[src/rtl/mem_arb_pkg.sv]
// Shared types and widths for the two-port memory arbiter.
// Round-robin policy is selected with MEM_ARB_RR_EN.
package mem_arb_pkg;

  localparam int WORD_W = 32;
  localparam int MASK_W = 4;

  typedef enum logic [1:0] {
    IDLE,
    ISSUE,
    RESP
  } state_e;

  typedef enum logic {
    GNT_I,
    GNT_D
  } gnt_e;

endpackage

[src/rtl/mem_arb_sel.sv]
// Two-way grant selector for the memory arbiter.
// MEM_ARB_RR_EN: round-robin on ties, else data wins every tie.
module mem_arb_sel
  import mem_arb_pkg::*;
(
  input  logic i_ireq,
  input  logic i_dreq,
  input  gnt_e i_last,
  output gnt_e o_gnt
);

`ifdef MEM_ARB_RR_EN
  always_comb begin
    o_gnt = GNT_D;
    if (i_ireq && i_dreq) begin
      o_gnt = (i_last == GNT_D) ? GNT_I : GNT_D;
    end else if (i_ireq) begin
      o_gnt = GNT_I;
    end
  end
`else
  logic w_unused_last;
  assign w_unused_last = (i_last == GNT_D);

  always_comb begin
    o_gnt = GNT_D;
    if (i_ireq && !i_dreq) begin
      o_gnt = GNT_I;
    end
  end
`endif

endmodule

[src/rtl/mem_arbiter.sv]
// Fetch/LSU arbiter in front of the single-ported core memory.
// MEM_ARB_RR_EN selects round-robin; default is fixed data priority.
`ifndef MEM_SIZE
`define MEM_SIZE 1024
`endif

module mem_arbiter
  import mem_arb_pkg::*;
#(
  parameter int unsigned SIZE = `MEM_SIZE
) (
  input  logic              clk,
  input  logic              rst,
  input  logic              i_req_i,
  input  logic [WORD_W-1:0] i_addr_i,
  output logic              i_ack_o,
  output logic              i_err_o,
  output logic [WORD_W-1:0] i_rdata_o,
  input  logic              d_req_i,
  input  logic [WORD_W-1:0] d_addr_i,
  input  logic [MASK_W-1:0] d_wmask_i,
  input  logic [WORD_W-1:0] d_wdata_i,
  output logic              d_ack_o,
  output logic              d_err_o,
  output logic [WORD_W-1:0] d_rdata_o,
  output logic [WORD_W-1:0] mem_addr_o,
  output logic              mem_rstrb_o,
  output logic [MASK_W-1:0] mem_wmask_o,
  output logic [WORD_W-1:0] mem_wdata_o,
  input  logic [WORD_W-1:0] mem_rdata_i
);

  state_e            r_state;
  state_e            w_next;
  gnt_e              r_gnt;
  gnt_e              w_gnt;
  gnt_e              w_last;
  logic [WORD_W-1:0] r_addr;
  logic [WORD_W-1:0] r_wdata;
  logic [MASK_W-1:0] r_wmask;
  logic [WORD_W-1:0] w_rdata;
  logic              w_any;
  logic              w_take;
  logic              w_err;
  logic              w_ack;

  assign w_any  = i_req_i | d_req_i;
  assign w_take = (r_state == IDLE) && w_any;
  assign w_err  = {r_addr[WORD_W-1:2], 2'b00} >= SIZE;

`ifdef MEM_ARB_RR_EN
  gnt_e r_last;

  always_ff @(posedge clk or posedge rst) begin
    if (rst) begin
      r_last <= GNT_D;
    end else if (w_take) begin
      r_last <= w_gnt;
    end
  end

  assign w_last = r_last;
`else
  assign w_last = GNT_D;
`endif

  mem_arb_sel u_sel (
    .i_ireq (i_req_i),
    .i_dreq (d_req_i),
    .i_last (w_last),
    .o_gnt  (w_gnt)
  );

  always_ff @(posedge clk or posedge rst) begin
    if (rst) begin
      r_state <= IDLE;
    end else begin
      r_state <= w_next;
    end
  end

  // Fetches latch a zero mask so they always take the read path.
  always_ff @(posedge clk or posedge rst) begin
    if (rst) begin
      r_gnt   <= GNT_I;
      r_addr  <= '0;
      r_wmask <= '0;
      r_wdata <= '0;
    end else if (w_take) begin
      r_gnt <= w_gnt;
      if (w_gnt == GNT_D) begin
        r_addr  <= d_addr_i;
        r_wmask <= d_wmask_i;
        r_wdata <= d_wdata_i;
      end else begin
        r_addr  <= i_addr_i;
        r_wmask <= '0;
        r_wdata <= '0;
      end
    end
  end

  always_comb begin
    w_next      = r_state;
    w_ack       = 1'b0;
    mem_rstrb_o = 1'b0;
    mem_wmask_o = '0;
    unique case (r_state)
      IDLE: begin
        if (w_any) w_next = ISSUE;
      end
      ISSUE: begin
        w_next = IDLE;
        if (w_err) begin
          w_ack = 1'b1;
        end else if (|r_wmask) begin
          mem_wmask_o = r_wmask;
          w_ack       = 1'b1;
        end else begin
          mem_rstrb_o = 1'b1;
          w_next      = RESP;
        end
      end
      RESP: begin
        w_next = IDLE;
        w_ack  = 1'b1;
      end
      default: w_next = IDLE;
    endcase
  end

  assign mem_addr_o  = r_addr;
  assign mem_wdata_o = r_wdata;
  assign w_rdata     = (r_state == RESP) ? mem_rdata_i : '0;

  assign i_ack_o   = w_ack && (r_gnt == GNT_I);
  assign i_err_o   = w_ack && w_err && (r_gnt == GNT_I);
  assign i_rdata_o = (r_gnt == GNT_I) ? w_rdata : '0;
  assign d_ack_o   = w_ack && (r_gnt == GNT_D);
  assign d_err_o   = w_ack && w_err && (r_gnt == GNT_D);
  assign d_rdata_o = (r_gnt == GNT_D) ? w_rdata : '0;

endmodule

[config.mk]
export PLATFORM = sky130hd
export DESIGN_NAME = mem_arbiter
export DESIGN_NICKNAME = d
export VERILOG_FILES = /design/src/rtl/mem_arb_pkg.sv /design/src/rtl/mem_arb_sel.sv /design/src/rtl/mem_arbiter.sv
export SDC_FILE = /design/constraint.sdc
export NUM_CORES = 1
export LEC_CHECK = 0
export BUFFER_PORTS_ARGS = -buffer_cell sky130_fd_sc_hd__buf_2
export CAP_MARGIN = 0
export CORE_AREA = 2 2 106 108
export CTS_CLUSTER_DIAMETER = 80
export DETAILED_ROUTE_END_ITERATION = 12
export DIE_AREA = 0 0 108 110
export GPL_ROUTABILITY_DRIVEN = 0
export GPL_TIMING_DRIVEN = 0
export HOLD_SLACK_MARGIN = 0.1
export PLACE_DENSITY_LB_ADDON = 0.12
export SLEW_MARGIN = 40
export SYNTH_ARGS = -nofsm -noshare
export SYNTH_HDL_FRONTEND = slang
export SYNTH_SLANG_ARGS = --single-unit
[constraint.sdc]
create_clock -name clk -period 5.3 [get_ports clk]
set_input_delay 1.06 -clock clk [delete_from_list [all_inputs] [get_ports clk]]
set_output_delay 1.06 -clock clk [all_outputs]
set_load 0.02 [all_outputs]
==> flow_summary.toml <==
[run_status]
outcome = "complete, no violations"

[final_layout]
final_util_pct = 49.5
mostFrequentLayoutCell = "buf_2"
final_cells = 768
fin_nets = 763
final_cell_mix = "276 x buf_2, 71 x dfrtp_1, 37 x nand2_1"
area_growth_pct = 49.6
drive_gt1_share_pct = 47.6
fin_area_sq_mm = 0.00530
antenna_cells = 0

[floorplan]
die_area_sq_mm = 0.0119
core_area_sq_mm = 0.0107
die-width_um = 108
placementRows = 38
ios = 273
die_h_um = 110
start_util_pct = 33.1

[worst_setup_path]
timing.critical_path.buf_inv = 1
path_cells = "nor4_1, nand2_1, nor2_2, and3_1, buf_2"
slowest_stage = "nor4_1"
crit_family = "simple AND/OR/NAND/NOR gates"
cp.required_ns = 4.24
crit_type = "reg -> out"
cp-end-kind = "output pin"
arrival_ns = 2.13
start_kind = "register"
slowest_delay_ns = 0.46
path_max_fanout = 8

[cts]
insertion_delay_ns = 0.34
cts.sinks = 71
cts.repair_timing.setup_buffer_count = 0
clk_pin_slew_ns = 0.08
clockRootBuffer = "clkbuf_8"
cts.htree.levels = 3
clockBufferDepth = 2
cts_resized = 0
postCtsHoldBufs = 0
cts_buffers = 9
cts_tree = "done"

[placed_design]
hpwl_mm = 9.84
place_area_sq_mm = 0.00510
dp.cells = 753
pre_cts_ws_ns = 2.45
place.port_buffers = 272

[sta]
drv_slew = 0
skew_ns = 0.00935
setup_slack_ns = 2.11
fin_tns_setup_ns = 0
max_slew_margin_pct = 65.0
hold_viol_final = 0
fin_crit_sh_pct = 60.2
worst_slew_pin_slew_ns = 0.525
rsz0062_at_grt = "no"
setup_viol = 0
min_period_ns = 3.19
max_freq_mhz = 313
holdWs_ns = 0.484

[synth]
synth_sequential_area_ratio_pct = 50.2
ys_ff_latch = 71
synth-simple-area-share_pct = 19.2
synth_top_area_share_pct = 50.2
synth_largest_area_cell = "dfrtp_1"
yosys_warnings = 0
synth_area_leaders = "dfrtp_1 50%, a32o_1 10%, mux2i_1 9.0%, and3_1 6.2%, and2_1 5.5%"
synth_cells = 340
synth_edf_count = 0
synth-xor-area-share_pct = 0
synthFlopType = "dfrtp_1"
post_synth_num_cell_types = 28
synthAdderAreaFrac_pct = 1.06
async_flop_share_pct = 100
synth-compound-area-share_pct = 15.7
synth_top_family_by_area = "simple AND/OR/NAND/NOR gates"
synthMuxAreaShare_pct = 9.37
synthesis.area_sq_mm = 0.00354
syn_nets = 479
syn_avg_cell_area_sq_um = 10.4

[power]
powerDensity_mw_per_mm2 = 492
peakVddDrop_v = 0.000229
power_mw = 2.61
leakage_nw = 2.99

[route]
drt-total-wl_mm = 12.1
drtAntennaViolNets = 0
vias = 3736
post-route-drc-count = 0
drt_iter0_drc = 163
dr.pass1.iters = 4
wl_per_cell_um = 15.8
viasPerCell = 4.86

[global_route]
grt_overflow = 0
grtUsageTotal_pct = 19.5
grt_pass1_vias = 3522
antenna_found_initial = 0
grt_max_degree = 39
grt_pass1_wl_mm = 17.8

[worst_hold_path]
hold_class = "reg -> reg"

[job]
cap_violations = 0
-- registers in the layout (all words and copies together), names as in the netlist --
register     flops
mem_addr_o      32
mem_wdata_o     32
r_wmask          4
r_state          2
r_gnt            1
-- synthesized netlist by cell type, drive strengths merged (2+ instances only) --
master,n
dfrtp,71
nand2,37
a32o,36
and3,36
o21ai,34
mux2i,32
and2,31
clkbuf,22
buf,11
nor4,7
nor2,6
inv,5
ha,3
nor2b,2
-- final timing paths --
kind | slack, ns | end | start | cells after the start
setup reg to reg | 3.48 | mem_addr_o[31]$_DFFE_PP0P_ | r_state[0]$_DFFE_PP0P_ | 6
setup / recovery | 2.11 | mem_wmask_o[2] | mem_addr_o[17]$_DFFE_PP0P_ | 5
max in group asynchronous | 4.09 | r_state[0]$_DFFE_PP0P_ | rst | 3
min in group asynchronous | 0.70 | mem_addr_o[26]$_DFFE_PP0P_ | rst | 2
hold reg to reg | 0.48 | mem_addr_o[8]$_DFFE_PP0P_ | mem_addr_o[8]$_DFFE_PP0P_ | 2
hold / removal | 0.48 | mem_addr_o[8]$_DFFE_PP0P_ | mem_addr_o[8]$_DFFE_PP0P_ | 2
-- worst min-delay path: cells and delay by family, from the launching register on --
kind | cells | cell delay, ns
simple gates | 1 | 0.05
compound gates | 1 | 0.06
flops | 1 | 0.34
-- routing by layer --
layer / up-vias / track usage (%) / part of all wire, %
li1: 1800 / - / -
met1: 1767 / 21.7 / 37
met2: 156 / 37.1 / 54
met3: 13 / 4.29 / 7.0
met4: 0 / 5.59 / 1.5
met5: - / 0 / 0
-- cell type report --
cell class	count	area, sq um
Clock inverter	6	70.1
Clock buffer	9	124
Timing Repair Buffer	273	1380
Sequential cell	71	1780
Buffer	33	143
Tap cell	140	175
Fill cell	1065	5400
Multi-Input combinational cell	231	1600
Inverter	5	23.8
-- power by group --
group / switching (mW) / total (mW) / internal (mW)
clock network: 0.209 / 0.427 / 0.218
logic: 0.798 / 1.23 / 0.429
registers: 0.156 / 0.952 / 0.796
-- cell families after synthesis --
| kind of cell | count (synthesis) |
|---|---|
| fa+ha+maj | 3 |
| mux | 33 |
| simple gates | 122 |
| compound gates | 73 |
| buf+inv | 38 |
| flops | 71 |
Power figures use the tool's default switching activity.
